File: config.mk
export PLATFORM = sky130hd
export DESIGN_NAME = object_state_renderer
export DESIGN_NICKNAME = d
export VERILOG_FILES = /design/src/rtl/object_state_renderer.sv
export SDC_FILE = /design/constraint.sdc
export NUM_CORES = 1
export LEC_CHECK = 0
export CORE_ASPECT_RATIO = 1.5
export CORE_MARGIN = 2
export CORE_UTILIZATION = 26
export CTS_CLUSTER_DIAMETER = 30
export DETAILED_ROUTE_END_ITERATION = 8
export PLACE_DENSITY = 0.4
export SYNTH_ARGS = -nofsm -noshare
export SYNTH_HDL_FRONTEND = slang
export SYNTH_SLANG_ARGS = --single-unit
File: constraint.sdc
create_clock -name clk -period 4.7 [get_ports clk]
set_input_delay 0.705 -clock clk [delete_from_list [all_inputs] [get_ports clk]]
set_output_delay 0.705 -clock clk [all_outputs]
set_load 0.02 [all_outputs]
File: src/rtl/object_state_renderer.sv
// Object-state consumer: snapshots the per-frame object state, normalises the scrolled y
// into [0,height) with a small FSM, then renders hit/offsets/ROM address per pixel.
module object_state_renderer #(
  parameter int FIELD_W       = 11,
  parameter int ADDR_W        = 18,
  parameter int MAX_NORM_ITER = 31
) (
  input  logic                    clk,
  input  logic                    resetN,
  input  logic                    frame_start,
  input  logic [0:4][0:FIELD_W-1] obj_state,
  input  logic                    pixel_valid,
  input  logic [FIELD_W-1:0]      pixelX,
  input  logic [FIELD_W-1:0]      pixelY,
  output logic                    draw_valid,
  output logic                    drawing_request,
  output logic [FIELD_W-1:0]      img_id_out,
  output logic [FIELD_W-1:0]      offsetX,
  output logic [FIELD_W-1:0]      offsetY,
  output logic [ADDR_W-1:0]       rom_addr,
  output logic                    busy,
  output logic                    norm_err,
  output logic [1:0]              dbg_state
);
  // Pixel stream is valid-only with no backpressure: a pixel is accepted on every cycle
  // pixel_valid is high and its result appears with draw_valid exactly two cycles later.
  localparam int YW     = FIELD_W + 2;
  localparam int ITER_W = $clog2(MAX_NORM_ITER + 2);
  localparam logic [ITER_W-1:0] ITER_MAX = ITER_W'(MAX_NORM_ITER);

  typedef enum logic [1:0] {ST_IDLE = 2'd0, ST_NORM = 2'd1, ST_READY = 2'd2} state_e;

  state_e                   state_q, state_d;
  logic [ITER_W-1:0]        iter_q, iter_d;
  logic signed [YW-1:0]     y_norm_q, y_norm_d;
  logic                     norm_err_q, norm_err_d;
  logic [FIELD_W-1:0]       img_id_q, img_id_d, x_q, x_d, width_q, width_d, height_q, height_d;
  logic [FIELD_W-1:0]       y_in;

  logic signed [YW-1:0]     height_s, dy_raw, dy_wrap;
  logic [FIELD_W:0]         x_end;
  logic                     hit_x, hit_y, y_neg, in_range;

  logic                     s1_valid_q, s1_valid_d, s1_hit_q, s1_hit_d;
  logic [FIELD_W-1:0]       s1_offx_q, s1_offx_d, s1_dy_q, s1_dy_d;
  logic [FIELD_W-1:0]       s1_width_q, s1_width_d, s1_img_q, s1_img_d;

  logic                     dv_q, dv_d, dr_q, dr_d;
  logic [FIELD_W-1:0]       img_out_q, img_out_d, offx_q, offx_d, offy_q, offy_d;
  logic [ADDR_W-1:0]        addr_q, addr_d;
  logic [2*FIELD_W-1:0]     prod;

  assign y_in = obj_state[2];

  always_ff @(posedge clk) begin
    if (!resetN) begin
      state_q    <= ST_IDLE;
      iter_q     <= '0;
      y_norm_q   <= '0;
      norm_err_q <= 1'b0;
      img_id_q   <= '0;
      x_q        <= '0;
      width_q    <= '0;
      height_q   <= '0;
    end else begin
      state_q    <= state_d;
      iter_q     <= iter_d;
      y_norm_q   <= y_norm_d;
      norm_err_q <= norm_err_d;
      img_id_q   <= img_id_d;
      x_q        <= x_d;
      width_q    <= width_d;
      height_q   <= height_d;
    end
  end

  // One add or subtract of height per NORM cycle until y_norm lands in [0,height).
  always_comb begin
    state_d    = state_q;
    iter_d     = iter_q;
    y_norm_d   = y_norm_q;
    norm_err_d = 1'b0;
    img_id_d   = img_id_q;
    x_d        = x_q;
    width_d    = width_q;
    height_d   = height_q;
    if (frame_start) begin
      img_id_d = obj_state[0];
      x_d      = obj_state[1];
      width_d  = obj_state[3];
      height_d = obj_state[4];
      y_norm_d = {{2{y_in[FIELD_W-1]}}, y_in};
      iter_d   = '0;
      state_d  = ST_NORM;
    end else if (state_q == ST_NORM) begin
      if (width_q == '0 || height_q == '0 || in_range) begin
        state_d = ST_READY;
      end else if (iter_q > ITER_MAX) begin
        y_norm_d   = '0;
        norm_err_d = 1'b1;
        state_d    = ST_READY;
      end else begin
        iter_d   = iter_q + ITER_W'(1);
        y_norm_d = y_neg ? y_norm_q + height_s : y_norm_q - height_s;
      end
    end
  end

  always_comb begin
    height_s = $signed({2'b00, height_q});
    y_neg    = y_norm_q[YW-1];
    in_range = !y_neg && (y_norm_q < height_s);
    x_end    = {1'b0, x_q} + {1'b0, width_q};
    hit_x    = (pixelX >= x_q) && ({1'b0, pixelX} < x_end);
    dy_raw   = $signed({2'b00, pixelY}) - y_norm_q;
    dy_wrap  = dy_raw[YW-1] ? dy_raw + height_s : dy_raw;
    hit_y    = dy_wrap < height_s;
    s1_valid_d = pixel_valid;
    s1_hit_d   = pixel_valid && hit_x && hit_y && (state_q == ST_READY) &&
                 (width_q != '0) && (height_q != '0);
    s1_offx_d  = pixelX - x_q;
    s1_dy_d    = dy_wrap[FIELD_W-1:0];
    s1_width_d = width_q;
    s1_img_d   = img_id_q;
  end

  always_comb begin
    prod      = {{FIELD_W{1'b0}}, s1_dy_q} * {{FIELD_W{1'b0}}, s1_width_q};
    dv_d      = s1_valid_q;
    dr_d      = s1_hit_q;
    img_out_d = '0;
    offx_d    = '0;
    offy_d    = '0;
    addr_d    = '0;
    if (s1_hit_q) begin
      img_out_d = s1_img_q;
      offx_d    = s1_offx_q;
      offy_d    = s1_dy_q;
      addr_d    = ADDR_W'(prod + {{FIELD_W{1'b0}}, s1_offx_q});
    end
  end

  // Stage 1 captures everything it needs, so a later frame_start cannot disturb pixels in flight.
  always_ff @(posedge clk) begin
    if (!resetN) begin
      s1_valid_q <= 1'b0;
      s1_hit_q   <= 1'b0;
      s1_offx_q  <= '0;
      s1_dy_q    <= '0;
      s1_width_q <= '0;
      s1_img_q   <= '0;
      dv_q       <= 1'b0;
      dr_q       <= 1'b0;
      img_out_q  <= '0;
      offx_q     <= '0;
      offy_q     <= '0;
      addr_q     <= '0;
    end else begin
      s1_valid_q <= s1_valid_d;
      s1_hit_q   <= s1_hit_d;
      s1_offx_q  <= s1_offx_d;
      s1_dy_q    <= s1_dy_d;
      s1_width_q <= s1_width_d;
      s1_img_q   <= s1_img_d;
      dv_q       <= dv_d;
      dr_q       <= dr_d;
      img_out_q  <= img_out_d;
      offx_q     <= offx_d;
      offy_q     <= offy_d;
      addr_q     <= addr_d;
    end
  end

  always_comb begin
    busy            = (state_q == ST_NORM);
    norm_err        = norm_err_q;
    dbg_state       = state_q;
    draw_valid      = dv_q;
    drawing_request = dr_q;
    img_id_out      = img_out_q;
    offsetX         = offx_q;
    offsetY         = offy_q;
    rom_addr        = addr_q;
  end
endmodule
# After elaboration in Yosys (flattened, before gate mapping)
# Cells that the tools add are included.
[op_classes] n_addsub=8 mul=1 div_mod_pow=0 magnitude_cmp=5 eq_ne=3 shifts=0 muxes=11 n_bitwise=4 n_reduce_logical=24
[op_table] op="two-way mux 13 bit" count=6
[op_table] op="adder 13 x 12 -> 13 bit" count=2
[op_table] op="less-than comparator 13 x 12 -> 1 bit" count=2
[op_table] op="zero test 11 bit" count=2
[op_table] op="nonzero test 11 bit" count=2
[op_table] op="adder 18 x 11 -> 18 bit" count=1
[op_table] op="multiplier 11 x 11 -> 18 bit" count=1
[op_table] op="subtractor 12 x 13 -> 13 bit" count=1
[op_table] op="subtractor 13 x 12 -> 13 bit" count=1
[op_table] op="adder 11 x 11 -> 12 bit" count=1
[op_table] op="less-than comparator 11 x 12 -> 1 bit" count=1
[op_table] op="greater-or-equal comparator 11 bit" count=1
[op_table] op="subtractor 11 bit" count=1
[op_table] op="AND reduction 2 bit" count=4
[op_table] op="logical AND 1 bit" count=7
[op_table] op="adder 6 x 1 -> 6 bit, second input constant" count=1
[op_table] op="greater-than comparator 6 x 5 -> 1 bit, second input constant" count=1
[op_table] op="two-way mux 2 bit" count=2
[op_table] op="inverter 1 bit" count=4
[op_table] op="nonzero test 2 bit" count=2
[op_table] op="OR reduction 4 bit" count=1
[op_table] op="two-way mux 1 bit" count=3
[op_table] op="AND reduction 3 bit" count=1
[op_table] op="nonzero test 3 bit" count=1
[op_table] op="other kinds (6)" count=7
[totals] regBits=165 latch_bits=0 mem_bits_rw=0 romBits=0 out_inout_bits=57 word_cells=77 memories=0

# Longest topological paths before layout
# Gate-level depths: netlist of run 1.
[depth] word_depth=8 ltp_mapped=22 mapped_depth_nobuf=22

# Worst setup path before layout of run 1
# Ideal clock, no wire load.
[synth_timing] path_type="reg-to-reg" start="register s1_dy_q[1]" end="register addr_q[17] (netlist: rom_addr[17])" setup_ns=0.128 arrival_ns=4.601 slack_ns=-0.028 path_stages_with_launch=18 path_buffers=1 period_less_slack_ns=4.728 cell_sequence="dfxtp_1 -> clkbuf_1 -> nand2_1 -> fa_1 -> inv_1 -> fa_1 -> fa_1 -> inv_1 -> fa_1 -> inv_1 -> fa_1 -> ha_1 -> nand3_1 -> a211oi_1 -> nor3_1 -> o31ai_1 -> xnor2_1 -> nor2_1"
[synth_via] elab_chain_len=2
[synth_lines] element="from (decl)" line="45" text="logic [FIELD_W-1:0] s1_offx_q, s1_offx_d, s1_dy_q, s1_dy_d;"
[synth_lines] element="from (signal assigned)" line="162" text="s1_dy_q <= s1_dy_d;"
[synth_lines] element="multiplier 11 x 11 -> 18 bit" line="128" text="prod = {{FIELD_W{1'b0}}, s1_dy_q} * {{FIELD_W{1'b0}}, s1_width_q};"
[synth_lines] element="adder 18 x 11 -> 18 bit" line="139" text="addr_d = ADDR_W'(prod + {{FIELD_W{1'b0}}, s1_offx_q});"
[synth_lines] element="to (signal assigned)" line="170" text="addr_q <= addr_d;"
[synth_lines] element="to (decl)" line="50" text="logic [ADDR_W-1:0] addr_q, addr_d;"
# Every way passes these cells.
# A chain may end at the register's enable or synchronous reset.

# Final worst setup path of run 1
[layout_timing] start="register s1_dy_q[6]" end="register addr_q[17] (netlist: rom_addr[17])"
# Same word-level chain as after synthesis.

==> results.yml, run 1 <==
grt:
  antenna_found_initial: 1
  grt_pass1_vias: 11100
  grt_pass1_wl_um: 61000
  grtUsageTotal_pct: 16.0
  grt_max_degree: 44
  globalRouteOverflowTotal: 0
setup_path:
  start_kind: "flip-flop"
  setup.worst_path.class: "reg -> reg"
  arrival_ns: 4.89
  end_kind: "flip-flop"
  cp.required_ns: 5.01
  path_max_fanout: 6
logic_synthesis:
  synthFlopType: "dfxtp_1"
  synthCells: 1427
  synth_edf_count: 0
  synth.most_common_cell: "inv_1"
  synth_seq_area_share_pct: 26.4
  yosys.area.top_type: "dfxtp_1"
  async_flop_share_pct: 0
  yosys-top-cells-area: "dfxtp_1, fa_1, ha_1"
  synth_seq_cells: 165
  syn-num-nets: 1731
  synth_area_sq_um: 12500
  synth_top_area_share_pct: 26.4
  post_synth.cell_area_avg_sq_um: 8.76
  yosys_warnings: 0
  synth_commonest_cells: "inv_1, dfxtp_1, ha_1"
  synth_cell_types: 72
layout:
  layout.nets: 1979
  layout-drive-gt1-share_pct: 17.8
  stdcell_count: 2288
  nFillCells: 5012
  post-route-util_pct: 34.9
  area_growth_pct: 33.0
drt:
  met2_length_um: 21700
  met1_length_um: 15100
  dr_wl_met3_um: 789
  routedWlPerCell_um: 16.9
  drtIter0Drc: 289
  drc: 0
  dr_total_vias: 10400
  drt_wl_total_um: 38600
  maxUsedRoutingLayer: "met4"
  via_per_inst: 4.53
  dr.pass1.iters: 5
  antenna_left: 0
power:
  p_per_area_nw_per_um2: 311
  cellLeakagePower_nw: 7.57
  ir_drop_mv: 0.233
floorplan:
  start_util_pct: 26.3
  io_pins: 138
  dieArea_sq_um: 49900
  die_y_um: 272
  rows: 98
  core_area_sq_um: 47600
  dieWidth_um: 183
timing:
  max_slew_margin_pct: 36.8
  final.setup.tns_ns: 0
  holdWs_ns: 0.434
  period_needed_ns: 4.58
  setup_viol: 0
  setup_slack_ns: 0.120
  timing.fmax_mhz: 218
  finClkSkew_ns: 0.00989
  rsz0062_at_grt: "true"
  fin_crit_sh_pct: 97.4
  final_hold_viol_count: 0
  maxSlewViolCount: 0
  tightest_slew_ns: 0.945
clock_tree:
  clk_pin_slew_ns: 0.07
  clockBufferDepth: 2
  cts_tree: "built"
  holdBufCountCts: 0
  worstSkewPairLatency_ns: 0.46
  clock-sinks: 165
  numCtsBuffers: 17
  cts_root_buffer: "clkbuf_16"
  htreeDepth: 4
placement:
  dp.cells: 2236
  portBuffers: 137
  place.detailed.hpwl_um: 31500
  place.gp.congestion: 0.837
  pre_cts_slack_ns: -0.497
job:
  max_cap_viol_count: 0
worst_hold_path:
  hp-class: "reg -> reg"
run_status:
  status: "completed"
## final cells by class
cell class	count	area, sq um	share of cell area (%)
Inverter	182	683	4.11
Clock buffer	18	429	2.58
Timing Repair Buffer	287	2550	15.3
Clock inverter	13	116	0.700
Multi-Input combinational cell	1022	8720	52.5
Antenna cell	1	2.50	0.0151
Tap cell	600	751	4.52
Sequential cell	165	3360	20.2
## critical path: stages, from the launching register on
cell and delay (ns):
dfxtp_4 0.38, and2_4 0.16, fa_1 0.54, fa_1 0.44, fa_1 0.52, inv_1 0.05
fa_1 0.51, inv_1 0.06, fa_1 0.52, ha_4 0.29, buf_4 0.10, nand3_1 0.08
a211oi_2 0.29, nor3_2 0.10, o31ai_2 0.21, xnor2_1 0.15, nor2_1 0.05
## power by group
group	total [mW]	switching, mW	internal, mW
clock network	1.37	0.676	0.692
logic	2.20	1.10	1.10
registers	1.60	0.109	1.49
total	5.17	1.89	3.28
## per-stage QoR
step | power, mW | area [sq um]
6_report | 5.17 | 16600
5_1_grt | 5.54 | 16600
4_1_cts | 5.08 | 16100
3_5_place_dp | 3.58 | 15400
3_3_place_gp | 3.57 | 15400
2_1_floorplan | 2.74 | 12500
## kinds of logic (layout without fill, tap and decap cells)
family / after synthesis / count (layout) / synth area share (%)
multiplexers: 50 / 50 / 4.02
AO/OA/AOI/OAI: 209 / 209 / 11.4
XOR/XNOR: 57 / 57 / 4.00
AND/OR/NAND/NOR: 483 / 483 / 19.0
buffers and inverters: 240 / 500 / 7.28
adder cells (fa/ha/maj): 223 / 223 / 27.9
flip-flops: 165 / 165 / 26.4
other: 0 / 1 / 0
## registers in the layout, indices dropped and copies added (netlist names), 2 cells and up
name,cells
img_id_q,11
rom_addr,18
s1_width_q,11
iter_q,6
img_id_out,11
s1_offx_q,11
s1_img_q,11
offsetX,11
offsetY,11
y_norm_q,13
x_q,11
s1_dy_q,11
height_q,11
s1_width_d,11
dbg_state,2
## final timing paths
check	from	end	slack [ns]	cells after the start
hold / removal	dv_d$_SDFF_PN0_	draw_valid$_SDFF_PN0_	0.43	1
setup / recovery	s1_dy_q[6]$_SDFF_PN0_	rom_addr[17]$_SDFF_PN0_	0.12	16
hold reg to reg	dv_d$_SDFF_PN0_	draw_valid$_SDFF_PN0_	0.43	1
setup reg to reg	s1_dy_q[6]$_SDFF_PN0_	rom_addr[17]$_SDFF_PN0_	0.12	16
## timing repair
item	in CTS	in global routing
pin swaps	24	80
setup endpoints to repair	7	8
resized for setup	50	93
buffers inserted	8	12
gates cloned	0	0
## metal layers
layer / vias to the layer above / GRT usage [%]
met3: 47 / 2.13
met4: 0 / 5.94
li1: 5205 / -
met5: - / 0
met2: 149 / 31.5
met1: 4960 / 17.0
## placed cells by master, fill, tap and decap left out, drive strengths merged, types with 7 or more instances in the layout
cell type	n
a21o	12
a21oi	57
and2	80
and3	34
buf	152
clkbuf	18
clkdlybuf4s50	135
dfxtp	165
fa	92
ha	131
inv	189
mux2i	49
nand2	124
nand2b	8
nand3	21
nor2	125
nor2b	16
nor3	33
o211ai	10
o21a	11
o21ai	42
o21bai	9
o31ai	7
or3	10
xnor2	33
xor2	24
(Power assumes the default switching activity.)
==> run 2: changes to the inputs <==
- CORE_UTILIZATION: 26 -> 52
- CTS_BUF_LIST: not set -> sky130_fd_sc_hd__clkbuf_8 sky130_fd_sc_hd__clkbuf_16
- PLACE_DENSITY: 0.4 -> 0.73
==> run 2 against run 1 <==
  * Flip-flop and latch count is the same
  * Cell count shrank 13%
  * Clock-buffer cell count is the same
  * Worst hold slack gained 0.0086 ns
  * Critical path type unchanged
  * Largest cell class unchanged
  * Largest power group unchanged
==> results.yml, run 2 (same netlist as run 1, synthesis figures left out) <==
grt:
  grt_pass1_vias: 10900
  grt_max_degree: 59
  globalRouteOverflowTotal: 0
  grtUsageTotal_pct: 26.7
  antenna_found_initial: 0
  grt_pass1_wl_um: 53200
worst_hold_path:
  worstHoldStart: "dv_d$_SDFF_PN0_"
  hp-class: "reg -> reg"
  hold_depth: 1
timing:
  setup_viol: 0
  maxSlewViolCount: 0
  tightest_slew_ns: 0.888
  rsz0062_at_grt: "true"
  final_hold_viol_count: 0
  timing.fmax_mhz: 217
  fin_crit_sh_pct: 98.2
  period_needed_ns: 4.61
  finClkSkew_ns: 0.00868
  max_slew_margin_pct: 40.8
layout:
  area_growth_pct: 28.8
  postLayoutCellArea_sq_um: 16100
  final_common_cell: "inv_1"
  most-common-layout-cells: "inv_1, dfxtp_1, clkdlybuf4s50_1"
  largest_register_ffs: 18
  post-route-util_pct: 68.0
  layout-drive-gt1-share_pct: 16.2
  num_antenna_cells: 0
  layout.nets: 1965
setup_path:
  path_max_fanout: 5
  start_kind: "flip-flop"
  cp.required_ns: 5.01
  cp-startpoint: "s1_width_q[2]$_SDFF_PN0_"
  worstReg2RegStart: "s1_width_q[2]$_SDFF_PN0_"
  arrival_ns: 4.92
  r2r_slack_ns: 0.09
  end_kind: "flip-flop"
  setup.worst_path.class: "reg -> reg"
  ff2ff_path_depth: 18
drt:
  routedWlPerCell_um: 16.6
  drc: 0
  dr_total_vias: 10700
  drtIter0Drc: 553
  antenna_left: 0
  via_per_inst: 5.36
  drt_wl_total_um: 33000
  dr.pass1.iters: 4
clock_tree:
  clk_pin_slew_ns: 0.07
  worstSkewPairLatency_ns: 0.45
  holdBufCountCts: 0
  numCtsBuffers: 17
  htreeDepth: 4
  clockBufferDepth: 2
  clock-sinks: 165
  cts_root_buffer: "clkbuf_16"
  cts_tree: "built"
floorplan:
  core_area_sq_um: 23700
  dieWidth_um: 131
  io_pins: 138
  start_util_pct: 52.8
  die_y_um: 194
  dieArea_sq_um: 25300
  rows: 69
job:
  max_cap_viol_count: 0
run_status:
  status: "completed"
placement:
  place.gp.congestion: 0.926
  place.detailed.hpwl_um: 25800
  post_dp_cell_area_sq_um: 14900
  portBuffers: 137
power:
  ir_drop_mv: 0.279
  cellLeakagePower_nw: 7.52
  p_per_area_nw_per_um2: 318
run 2: critical path: stages (launching register included):
cell	delay, ns
dfxtp_4	0.37
buf_6	0.13
nand2_2	0.05
fa_1	0.52
inv_2	0.04
fa_2	0.52
inv_1	0.05
fa_1	0.49
inv_2	0.04
fa_1	0.49
fa_1	0.46
ha_4	0.30
buf_6	0.10
nand3_2	0.06
a211o_1	0.31
a31oi_2	0.21
a31oi_1	0.12
xor2_1	0.16
nor2_1	0.05
run 2: report_power, final:
group | total [mW] | internal, mW | switching [mW]
logic | 2.08 | 1.02 | 1.06
registers | 1.60 | 1.49 | 0.111
clock network | 1.44 | 0.777 | 0.666
total | 5.12 | 3.29 | 1.84
run 2: path summary, 6_finish.rpt:
path | end
hold / removal | draw_valid$_SDFF_PN0_
hold reg to reg | draw_valid$_SDFF_PN0_
setup / recovery | rom_addr[16]$_SDFF_PN0_
setup reg to reg | rom_addr[16]$_SDFF_PN0_
run 2: what timing repair did:
item	in CTS	in global routing
pin swaps	5	72
setup endpoints to repair	5	8
hold endpoints to repair	0	0
buffers inserted	4	18
gates resized for setup	22	101
run 2: cell type report:
class	count	area, sq um
multi-input cells	1022	8630
fillers	1928	7560
flip-flops and latches	165	3350
repair buffers	273	2410
inverters	182	683
clock buffers	18	439
well taps	319	399
clock inverters	14	174
run 2: metrics by stage:
step / std cells / hold slack [ns] / TNS [ns] / total power [mW] / worst slack [ns]
after floorplan: 1427 / 0.412 / 0 / 2.74 / 0.00965
after global placement: 1939 / 0.431 / -0.528 / 3.39 / -0.310
after detailed placement: 1939 / 0.425 / -1.05 / 3.44 / -0.407
after CTS: 1975 / 0.446 / 0 / 4.91 / 0.00426
after global routing: 1993 / 0.460 / -0.281 / 5.43 / -0.0951
final: 1993 / 0.442 / 0 / 5.12 / 0.0855
run 2: routing by layer:
| metal | global-route usage (%) | share of wire [%] |
|---|---|---|
| met5 | 0 | 0 |
| met4 | 11.0 | 4.0 |
| met3 | 3.95 | 3.6 |
| met2 | 50.1 | 55 |
| met1 | 29.2 | 38 |
